<file path="config.mk">
export PLATFORM = sky130hd
export DESIGN_NAME = button_conditioner
export DESIGN_NICKNAME = d
export VERILOG_FILES = /design/src/rtl/button_conditioner.sv
export SDC_FILE = /design/constraint.sdc
export NUM_CORES = 1
export LEC_CHECK = 0
export CAP_MARGIN = 10
export CORE_MARGIN = 8
export CORE_UTILIZATION = 50
export CTS_BUF_LIST = sky130_fd_sc_hd__clkbuf_16
export DETAILED_ROUTE_END_ITERATION = 10
export PLACE_DENSITY = 0.84
export SLEW_MARGIN = 5
export SYNTH_ARGS = -nofsm -noshare
export SYNTH_HDL_FRONTEND = slang
export SYNTH_SLANG_ARGS = --single-unit
</file>
<file path="constraint.sdc">
create_clock -name clk -period 2.7 [get_ports clk]
set_input_delay 0.54 -clock clk [delete_from_list [all_inputs] [get_ports clk]]
set_output_delay 0.54 -clock clk [all_outputs]
set_load 0.02 [all_outputs]
</file>
<file path="src/rtl/button_conditioner.sv">
// rtl/button_conditioner.sv - multi-channel push-button synchroniser, debouncer and edge detector
module button_conditioner #(
    parameter int CHANNELS        = 4,
    parameter int SYNC_STAGES     = 2,
    parameter int DEBOUNCE_CYCLES = 16,
    parameter int ACTIVE_LOW      = 0
) (
    input  logic                clk,
    input  logic                reset,
    input  logic                enable,
    input  logic [CHANNELS-1:0] btn_raw,
    output logic [CHANNELS-1:0] btn_level,
    output logic [CHANNELS-1:0] btn_press,
    output logic [CHANNELS-1:0] btn_release,
    output logic                any_press
);

    localparam int CNT_W = (DEBOUNCE_CYCLES > 2) ? $clog2(DEBOUNCE_CYCLES) : 1;
    localparam logic [CNT_W-1:0] CNT_MAX = CNT_W'(DEBOUNCE_CYCLES - 1);

    // Inversion ahead of the chain keeps the all-zero reset state meaning "released".
    logic [CHANNELS-1:0] raw_cond;
    assign raw_cond = (ACTIVE_LOW != 0) ? ~btn_raw : btn_raw;

    logic [CHANNELS-1:0] sync_q [SYNC_STAGES];

    always_ff @(posedge clk) begin
        if (!reset) begin
            for (int i = 0; i < SYNC_STAGES; i++) begin
                sync_q[i] <= '0;
            end
        end else begin
            sync_q[0] <= raw_cond;
            for (int i = 1; i < SYNC_STAGES; i++) begin
                sync_q[i] <= sync_q[i-1];
            end
        end
    end

    for (genvar ch = 0; ch < CHANNELS; ch++) begin : g_ch
        logic [CNT_W-1:0] count;
        logic             level_q;
        logic             press_q;
        logic             release_q;
        logic             sync_bit;
        logic             mismatch;
        logic             accept;

        assign sync_bit = sync_q[SYNC_STAGES-1][ch];
        assign mismatch = sync_bit ^ level_q;
        // Count holds the number of earlier consecutive mismatches, so acceptance
        // lands on the DEBOUNCE_CYCLES-th mismatching cycle.
        assign accept   = mismatch && (count == CNT_MAX);

        always_ff @(posedge clk) begin
            if (!reset) begin
                count     <= '0;
                level_q   <= 1'b0;
                press_q   <= 1'b0;
                release_q <= 1'b0;
            end else begin
                press_q   <= enable & accept & sync_bit;
                release_q <= enable & accept & ~sync_bit;
                if (accept) begin
                    level_q <= sync_bit;
                    count   <= '0;
                end else if (mismatch) begin
                    count <= count + 1'b1;
                end else begin
                    count <= '0;
                end
            end
        end

        assign btn_level[ch]   = level_q;
        assign btn_press[ch]   = press_q;
        assign btn_release[ch] = release_q;
    end

    assign any_press = |btn_press;

endmodule

</file>
# Yosys cells after proc, flatten, opt, wreduce, memory -nomap -nowiden
# Memory sizes are Yosys's and may differ from the RTL's.
# Cells that the tools add are included.
# Widths: inputs -> output; s select.
[totals]
reg_bits = 28
mem_bits_rw = 8
inputBits = 7
out_inout_bits = 13
mem_count = 1
[classes]
add_sub_neg = 4
eq_ne = 4
muxes = 4
bitwise_logic = 27
reduce_logical = 9
[memory_table]
columns = ["memory", "depth", "word_bits", "rd", "rd_ports_with_merged_regs", "write_ports", "line_no", "source"]
rows = [
  ["sync_q", 2, 4, 2, 0, 2, "25", "logic [CHANNELS-1:0] sync_q [SYNC_STAGES];"],
]
[op_table]
columns = ["cell", "count"]
rows = [
  ["$add 4x1->4 const B", 4],
  ["$eq 4x4->1 const B", 4],
  ["$and 1x1->1", 12],
  ["$reduce_or 3->1", 4],
  ["$not 1->1", 9],
  ["$mux 4", 2],
  ["$logic_and 1x1->1", 4],
  ["$reduce_or 4->1", 1],
  ["$xor 1x1->1", 4],
  ["$mux 1", 2],
  ["$or 1x1->1", 2],
]

# Depth between registers and ports, before layout
# Gate-level depths: netlist of run 1.
[depth]
ltp_word = 4
mapped_depth = 4

# Least setup slack after synthesis of run 1
# No wires, ideal clock.
[synth_timing]
path_kind = "register to output"
from = "reg g_ch[1].press_q"
to = "out any_press"
arrival_ps = 916
required_time_ps = 2160
path_slack_ps = 1244
stages_incl_launch_ff = 2
n_path_buf = 0
path_cell_list = "dfxtp_1 -> or4_1"
[synth_between]
elab_chain_len = 1
[synth_lines]
columns = ["item", "line_no", "source"]
rows = [
  ["from (decl)", "43", "logic press_q;"],
  ["from (signal assigned)", "62", "press_q <= enable & accept & sync_bit;"],
  ["$reduce_or 4->1", "80", "assign any_press = |btn_press;"],
  ["to (decl)", "15", "output logic any_press"],
]
# No other way between the ends.

# Worst setup path in the final report of run 1
# Ends and elaborated chain as after synthesis.

==> metrics, run 1 <==
vias in the first global route=863; IO Port Bufs=19; Clock Latency Late Sink=0.27 ns; RR Endpoint=g_ch[3].press_q$_SDFF_PN0_; initial antenna violation count=0; Cell Area, Synth=1390 um^2; Synth Area in Adders=3.60%; Critical Path End Type=primary output; XOR/XNOR share of the synthesized area=7.55%; Worst Hold End=sync_q[0][4]$_SDFF_PN0_; Congestion Overflow GR=0; Crit Path Max Fanout=2; worst path arrival time=1.64 ns; Initial Util=51.3%; Post CTS Setup Buffer Count=0; DR pass1 iterations=4; worst r2r src=g_ch[3].count[0]$_SDFF_PP0_; post-synthesis mux area share=2.88%; final slew viol count=0; pin count of the biggest net entering global routing=20; vias=845; worst-path cell chain=or4_1 > clkdlybuf4s50_1; Max-Cap Viols=0; Top Ports=20; DP HPWL=1720 um; crit path time final=2.18 ns; sequential fraction of the synthesis area=51.8%; antenna viol nets, final=0; DR DRC count=0; CTS sink cnt=36; Die Height=68.8 um; CTS tree=built; post-DR wirelength/cell=12.7 um; Post-Syn Nets=139; R2R cell count=4; drt first-iter violations=16; drt total wl=2190 um; worst IR drop on VDD=0.000494 V; outcome=finished, final reports clean; layout cells sized above 1=14.1%; Slowest-stage cell, CP=clkdlybuf4s50_1; Die W=68.8 um; LEAKAGE=0.678 nW; area grow syn2layout=19.5%; unrepaired setup endpoints after global routing=no; hold_sp=sync_q[0][0]$_SDFF_PN0_; Worst Tran Pin Value=0.224 ns; main combinational cell family by area after synthesis=simple AND/OR/NAND/NOR gates; std cell rows=19; Max Clk Rate=459 MHz; yosys synthesis warning count=0; TritonCTS Buffers=5; hold-fix buffer count after cts=0; Worst R2R Setup Slack=1.45 ns; die area=4730 um^2; Worst slew margin=85.0%; Reg clk slew, reported paths=0.05 ns; Mapped Cells=128; Setup Skew=0.00216 ns; Fin. Hold Viols=0; clk buf depth=2; Yosys reg bits=36; Max H-tree Level=2; NumNets Final=152; WP data required=2.16 ns; routed vias/inst=4.88; Design Area, Final=1660 um^2; CP Launch Type=flop; Final Cycle Share=80.6%; Clock Root Buffer=clkbuf_16; Max stage delay on crit path=0.56 ns; Cell variety after synth=19; gr usage total=10.4%; final setup vio count=0; Syn Area/Cell=10.9 um^2; setup tns final=0 ns; PostCTS Resize Cnt=0; routability cong.=0.702; n_diodes=0; most common cell after layout, fill and taps aside=dfxtp_1; CORE AREA=2710 um^2; Synth Area in Simple Gates=25.8%; commonest cells after routing, fill and taps aside=36 x dfxtp_1, 19 x clkdlybuf4s50_1, 14 x nor2_1, 10 x xor2_1, 9 x nand3_1; Hold Crit Class=reg2reg; pwr dens=654 nW/um^2; post-synthesis compound-gate area fraction=0%; first-pass GRT wire length=3620 um; dpl cell area=1530 um^2; CP Class=reg2out; Hold Path Stages=1
[Yosys cell counts, drive strengths merged]
master	instances	area (um^2)
ha	4	50.1
or4	1	7.51
dfxtp	36	721
nand3	12	75.1
inv	4	15.0
xor2	10	87.6
nor2	14	52.6
nand2	1	6.26
buf	13	97.6
nor2b	4	25.0
clkbuf	1	3.75
xnor2	2	17.5
nor3b	8	100
mux2i	4	40.0
and3	2	12.5
and2	8	50.1
or2	4	30.0
[layer usage]
layer	wire, um	share of wire (%)	track usage, %
met2	1130	51	18.4
met5	0	0	0
met3	106	4.8	3.39
met1	907	41	10.4
met4	51	2.3	6.77
[logic make-up after synthesis]
family	after synthesis
xor+xnor	12
fa+ha+maj	4
buf+inv	18
flops	36
mux	4
simple gates	54
[final cells by class]
class	instances	area (um^2)
clock inverters	3	11.3
flip-flops and latches	36	721
fillers	226	1050
multi-input cells	74	554
clock buffers	5	125
repair buffers	20	198
well taps	31	38.8
inverters	4	15.0
[worst max-delay path: cells and delay by family, from the launching register on]
family	cells	cell delay, ns
and+or+nand+nor	1	0.51
buffers and inverters	1	0.56
DFF	1	0.30
[stage by stage]
stage	total power [mW]	setup slack (ns)	util (%)	cells	hold slack, ns
2_1_floorplan	0.568	1.24	-	128	0.412
3_3_place_gp	0.579	0.824	56.3	165	0.415
3_5_place_dp	0.581	0.795	56.3	165	0.418
4_1_cts	1.10	0.511	61.4	173	0.433
5_1_grt	1.13	0.470	61.4	173	0.455
6_report	1.09	0.523	61.4	173	0.431
[sequential cells by signal, summed over array words and instances (netlist names)]
register / count
g_ch.count: 16
g_ch.level_q: 4
g_ch.press_q: 4
g_ch.release_q: 4
sync_q: 8
[how the worst max path moves through the flow]
stage | startpoint | to
3_3_place_gp | g_ch[1].press_q$_SDFF_PN0_ | any_press
4_1_cts | g_ch[1].press_q$_SDFF_PN0_ | any_press
5_1_grt | g_ch[1].press_q$_SDFF_PN0_ | any_press
6_report | g_ch[1].press_q$_SDFF_PN0_ | any_press
2_1_floorplan | g_ch[1].press_q$_SDFF_PN0_ | any_press
3_5_place_dp | g_ch[1].press_q$_SDFF_PN0_ | any_press
[report_power, final]
part	total [mW]	internal, mW	switching (mW)
registers	0.545	0.540	0.00506
clock network	0.518	0.331	0.187
logic	0.0257	0.0156	0.0101
Power figures use the tool's default switching activity.
==> run 2, diff against run 1 <==
==> constraint.sdc (replaced) <==
create_clock -name clk -period 2.08 [get_ports clk]
set_input_delay 0.416 -clock clk [delete_from_list [all_inputs] [get_ports clk]]
set_output_delay 0.416 -clock clk [all_outputs]
set_load 0.02 [all_outputs]
==> run 2 against run 1 <==
  * Total power rose by 44%
  * Critical path depth decreased by 1
  * Global-route usage rose by 0.39 points
  * Register-to-register slack worse by 0.64 ns
  * Combinational power up 30%
  * Worst hold slack got worse by 0.0018 ns
  * Sequential share of layout area shrank 0.86 points
  * Sequential power increased by 30%
==> metrics, run 2 (same netlist as run 1, synthesis figures left out) <==
Reg clk slew, reported paths=0.05 ns (about the same); Worst Hold End=sync_q[0][5]$_SDFF_PN0_; Worst R2R Setup Slack=0.81 ns (-0.64 ns); antenna viol nets, final=0 (unchanged); RR Endpoint=g_ch[0].press_q$_SDFF_PN0_; crit path buf inv count=1 (unchanged); n_diodes=0 (unchanged); pwr dens=927 nW/um^2 (+42%); vias=849 (+0.47%); Max-Cap Viols=0 (unchanged); Clock Latency Late Sink=0.28 ns (about the same); Clock Root Buffer=clkbuf_16; most common cell after layout, fill and taps aside=dfxtp_1; total power=1.57 mW (+44%); hold_sp=sync_q[0][1]$_SDFF_PN0_; Hold Path Stages=1 (unchanged); max FFs per register=16 (unchanged); CP Launch Type=flop; worst r2r src=g_ch[0].count[0]$_SDFF_PP0_; die area=4730 um^2 (unchanged); CTS tree=built; Crit Path Max Fanout=5 (+3); WP data required=1.66 ns (-0.50 ns); Hold Crit Class=reg2reg; Die Height=68.8 um (unchanged); CORE AREA=2710 um^2 (unchanged); final slew viol count=0 (unchanged); CTS sink cnt=36 (unchanged); CP Class=reg2out; post-DR wirelength/cell=13.1 um (+3.6%); worst IR drop on VDD=0.000807 V (+64%); LEAKAGE=0.703 nW (+3.6%); TritonCTS Buffers=5 (unchanged); IO Port Bufs=19 (unchanged); Design Area, Final=1700 um^2 (+2.0%); gr usage total=10.8% (+0.39 points); drt total wl=2270 um (+3.6%); worst path arrival time=1.34 ns (-0.30 ns); crit path time final=1.76 ns; Fin. Hold Viols=0 (unchanged); unrepaired setup endpoints after global routing=no; outcome=finished, final reports clean; setup tns final=0 ns (unchanged); worst-path cell chain=clkdlybuf4s50_1; pin count of the biggest net entering global routing=19 (-5.0%); Final Cycle Share=84.4%; vias in the first global route=880 (+2.0%); FF+latch area=721 um^2 (unchanged); area grow syn2layout=21.9%; layout cells sized above 1=16.2% (+2.1 points); first-pass GRT wire length=3680 um (+1.5%); DR pass1 iterations=4 (unchanged); initial antenna violation count=0 (unchanged); R2R cell count=4 (unchanged); Worst Tran Pin Value=0.234 ns (+0.00945 ns); area of the multi-input gates=554 um^2 (unchanged); Biggest register=g_ch.count; Top Ports=20 (unchanged); Max H-tree Level=2 (unchanged); layout filler cell count=220 (-2.7%); routed vias/inst=4.91 (+0.47%); DP HPWL=1700 um (-1.2%); Die W=68.8 um (unchanged); placed cells=165 (unchanged); Critical Path End Type=primary output; drt first-iter violations=27 (+11); Crit path max-delay family=buffers and inverters; Congestion Overflow GR=0 (unchanged); std cell rows=19 (unchanged); Max stage delay on crit path=0.65 ns (+0.09 ns); final setup vio count=0 (unchanged); DR DRC count=0 (unchanged); NumNets Final=152 (unchanged); Setup Skew=0.00434 ns (+0.00218 ns); Initial Util=51.3% (unchanged); Worst slew margin=84.4% (-0.61 points); Max Clk Rate=569 MHz; routability cong.=0.686 (-2.2%); dpl cell area=1530 um^2 (unchanged); commonest cells after routing, fill and taps aside=36 x dfxtp_1, 18 x clkdlybuf4s50_1, 14 x nor2_1, 10 x xor2_1, 9 x nand3_1; top flop regs=g_ch.count: 16 flops, sync_q: 8 flops; Layout Cells excl Fill=173 (unchanged); Slowest-stage cell, CP=clkdlybuf4s50_1; clk buf depth=2 (unchanged)
[run 2: worst max path at each step]
stage                            startpoint            to  slack, ns  cells past startpoint
6_report       g_ch[2].level_q$_SDFFE_PN0P_  btn_level[2]       0.32                      1
5_1_grt        g_ch[2].level_q$_SDFFE_PN0P_  btn_level[2]       0.25                      1
4_1_cts          g_ch[1].press_q$_SDFF_PN0_     any_press       0.01                      2
3_5_place_dp     g_ch[1].press_q$_SDFF_PN0_     any_press       0.31                      2
3_3_place_gp     g_ch[1].press_q$_SDFF_PN0_     any_press       0.33                      2
2_1_floorplan    g_ch[1].press_q$_SDFF_PN0_     any_press       0.75                      1
[run 2: through the flow]
stage | hold WS [ns] | setup slack (ns) | utilization, %
3_3_place_gp | 0.414 | 0.329 | 56.3
3_5_place_dp | 0.422 | 0.307 | 56.3
5_1_grt | 0.445 | 0.254 | 62.6
4_1_cts | 0.434 | 0.0113 | 62.5
6_report | 0.430 | 0.324 | 62.6
2_1_floorplan | 0.412 | 0.748 | -
[run 2: timing repair]
item	in CTS	in global routing
endpoints found under the hold margin	0	0
setup buffers	0	0
endpoints found under the setup margin	0	1
resized for setup	0	1
hold buffers	0	0
[run 2: cell type report]
type                    instances  share of cell area, %
well taps                      31                   2.29
repair buffers                 20                   11.8
clock inverters                 3                   2.51
flip-flops and latches         36                   42.5
inverters                       4                  0.885
clock buffers                   5                   7.37
multi-input cells              74                   32.7
[run 2: metal layers]
| metal | share of wire (%) | vias to the layer above | GRT usage (%) |
|---|---|---|---|
| li1 | - | 426 | - |
| met1 | 37 | 399 | 9.42 |
| met2 | 53 | 19 | 19.3 |
| met3 | 7.6 | 5 | 6.14 |
| met4 | 2.6 | 0 | 6.02 |
| met5 | 0 | - | 0 |
[run 2: where the power goes]
group,internal [mW],switching [mW]
registers,0.700,0.00680
logic,0.0202,0.0132
clock network,0.562,0.271
==> run 3, diff against run 2 <==
--- a/config.mk
+++ b/config.mk
@@ -7,10 +7,10 @@
 export LEC_CHECK = 0
 export CAP_MARGIN = 10
 export CORE_MARGIN = 8
-export CORE_UTILIZATION = 50
+export CORE_UTILIZATION = 47
 export CTS_BUF_LIST = sky130_fd_sc_hd__clkbuf_16
 export DETAILED_ROUTE_END_ITERATION = 10
-export PLACE_DENSITY = 0.84
+export PLACE_DENSITY = 0.83
 export SLEW_MARGIN = 5
 export SYNTH_ARGS = -nofsm -noshare
 export SYNTH_HDL_FRONTEND = slang
==> constraint.sdc (replaced) <==
create_clock -name clk -period 1.45 [get_ports clk]
set_input_delay 0.29 -clock clk [delete_from_list [all_inputs] [get_ports clk]]
set_output_delay 0.29 -clock clk [all_outputs]
set_load 0.02 [all_outputs]
==> run 3 against run 2 <==
  * The flow now finishes with violations (negative setup slack)
  * Non-clock buffer count is 4 higher
  * Combinational power is 42% higher
  * Via count is 1.4% higher
  * Final area is 0.96% lower
  * Sequential power is 43% higher
  * Clock power is 16% higher
  * Critical path depth is 1 higher
  * Die area is 4.9% higher
  * Core utilization is 2.2 points lower
  * First-iteration DRC count stayed put
  * Worst hold slack better by 0.0016 ns
  * Critical path type unchanged
  * Largest cell class unchanged
==> metrics, run 3 (same netlist as run 1, synthesis figures left out) <==
Biggest register=g_ch.count; Clock Latency Late Sink=0.28 ns (about the same); area grow syn2layout=20.8%; Crit Path Max Fanout=2 (-3); post-DR wirelength/cell=13.2 um (+0.76%); vias=861 (+1.4%); Clock Root Buffer=clkbuf_16; share of power burned in registers=50.0% (+5.1 points); max FFs per register=16 (unchanged); std cell rows=19 (unchanged); setup tns final=-0.0955 ns (-0.0955 ns); placed cells=169 (+2.4%); die area=4960 um^2 (+4.9%); Worst R2R Setup Slack=0.19 ns (-0.62 ns); crit path time final=1.55 ns; final slew viol count=0 (unchanged); most common cell after layout, fill and taps aside=dfxtp_1; NumNets Final=156 (+2.6%); hold_sp=sync_q[0][0]$_SDFF_PN0_; Worst slew margin=85.1% (+0.74 points); Worst Slack Setup Final=-0.0955 ns (-0.419 ns); hold-fix buffer count after cts=0 (unchanged); DR pass1 iterations=4 (unchanged); antenna viol nets, final=0 (unchanged); DP HPWL=1760 um (+3.9%); Final Cycle Share=107%; Post CTS Setup Buffer Count=0 (unchanged); n_diodes=0 (unchanged); commonest cells after routing, fill and taps aside=35 x dfxtp_1, 14 x nor2_1, 12 x dlygate4sd2_1, 10 x xor2_1, 9 x nand3_1; failing checks=negative setup slack; Int Pwr=1.65 mW (+28%); RR Endpoint=g_ch[3].press_q$_SDFF_PN0_; Die Height=70.4 um (+2.4%); Hold Path Stages=1 (unchanged); WP data required=1.16 ns (-0.50 ns); first-pass GRT wire length=4080 um (+11%); gr usage total=10.7% (-0.13 points); pin count of the biggest net entering global routing=19 (unchanged); Switching Share=18.8% (+0.33 points); CP Class=reg2out; R2R cell count=4 (unchanged); top flop regs=g_ch.count: 16 flops, sync_q: 8 flops; CTS tree=built; Fin. Hold Viols=0 (unchanged); worst path arrival time=1.26 ns (-0.08 ns); layout cells sized above 1=18.6% (+2.4 points); worst r2r src=g_ch[3].count[0]$_SDFF_PP0_; Max H-tree Level=2 (unchanged); IO Port Bufs=19 (unchanged); Top Ports=20 (unchanged); busiest layer in global routing=met2; Clock power frac=47.6% (-5.3 points); Max Clk Rate=647 MHz; unrepaired setup endpoints after global routing=yes; routing usage on met3=5.37% (-0.77 points); routability cong.=0.662 (-3.6%); Setup Skew=0.00595 ns (+0.00162 ns); Max-Cap Viols=0 (unchanged); DR DRC count=0 (unchanged); clk buf depth=2 (unchanged); pwr dens=1210 nW/um^2 (+30%); routed vias/inst=4.89 (-0.32%); LEAKAGE=0.751 nW (+6.9%); worst IR drop on VDD=0.00131 V (+63%); Congestion Overflow GR=0 (unchanged); global routing usage on met1=10.3% (+0.86 points); Hold Crit Class=reg2reg; Worst Tran Pin Value=0.224 ns (-0.00979 ns); Initial Util=50.0% (-1.3 points); initial antenna violation count=0 (unchanged); Reg clk slew, reported paths=0.05 ns (about the same); outcome=finished with violations; CTS sink cnt=36 (unchanged); Comb power frac=2.3% (+0.2 points); vias in the first global route=914 (+3.9%); Critical Path End Type=primary output; Worst Hold End=sync_q[0][4]$_SDFF_PN0_; final setup vio count=1 (+1); Die W=70.4 um (+2.4%); total net switching power=0.381 mW (+31%); TritonCTS Buffers=5 (unchanged); Layout Cells excl Fill=176 (+1.7%); drt first-iter violations=27 (unchanged); CP Launch Type=flop; CORE AREA=2780 um^2 (+2.6%); GR Layer Usage met2=17.2% (-2.1 points); drt total wl=2330 um (+2.5%)
[run 3: cell count changes in the layout (fill, tap and decap cells not counted), moves of 2 or more]
| cell | previous run | this run |
|---|---|---|
| clkinv_1 | 0 | 2 |
| dlygate4sd2_1 | 0 | 12 |
| clkdlybuf4s50_1 | 18 | 6 |
| buf_4 | 1 | 5 |
[run 3: critical path: stages, from the launching register on]
cell	delay (ns)
dfxtp_2	0.31
or4_4	0.52
buf_6	0.15
[run 3: worst max path at each step]
stage / slack [ns] / end / depth (start not counted) / startpoint
after floorplan: 0.24 / any_press / 1 / g_ch[1].press_q$_SDFF_PN0_
after CTS: -0.10 / any_press / 2 / g_ch[2].press_q$_SDFF_PN0_
after global placement: -0.17 / any_press / 2 / g_ch[1].press_q$_SDFF_PN0_
final: -0.1 / any_press / 2 / g_ch[2].press_q$_SDFF_PN0_
after global routing: -0.13 / any_press / 2 / g_ch[2].press_q$_SDFF_PN0_
after detailed placement: -0.21 / any_press / 2 / g_ch[1].press_q$_SDFF_PN0_
[run 3: power by group through the flow]
| stage | Clock [mW] | Sequential (mW) | Combinational [mW] |
|---|---|---|---|
| after global placement | 0 | 1.03 | 0.0461 |
| after detailed placement | 0 | 1.03 | 0.0477 |
| after floorplan | 0 | 1.03 | 0.0266 |
| final | 0.966 | 1.01 | 0.0474 |
| after global routing | 1.04 | 1.01 | 0.0529 |
| after CTS | 0.994 | 1.01 | 0.0481 |
[run 3: layout make-up]
| cell class | count | area (um^2) |
|---|---|---|
| sequential | 36 | 722 |
| clock buffer | 5 | 125 |
| tap | 31 | 38.8 |
| inverter | 4 | 15.0 |
| clock inverter | 2 | 7.51 |
| multi-input combinational | 74 | 558 |
| fill | 236 | 1100 |
| timing repair buffer | 24 | 214 |
[run 3: through the flow]
step / power, mW / utilization (%) / setup slack (ns) / hold WS (ns) / area (um^2)
after floorplan: 1.06 / - / 0.244 / 0.412 / 1390
after global placement: 1.08 / 56.0 / -0.175 / 0.415 / 1560
after detailed placement: 1.08 / 56.0 / -0.212 / 0.420 / 1560
after CTS: 2.06 / 60.4 / -0.101 / 0.433 / 1680
after global routing: 2.11 / 60.4 / -0.131 / 0.435 / 1680
final: 2.03 / 60.4 / -0.0955 / 0.431 / 1680
[run 3: what timing repair did]
item	CTS	global route
gates cloned	0	0
gates resized for setup	20	0
setup endpoints to repair	13	1
pin swaps	1	0
[run 3: metal layers]
metal  up-vias  wire length (um)
met1       402               978
met3         7               152
met5         -                 0
li1        432                 -
met4         0                70
met2        20              1130
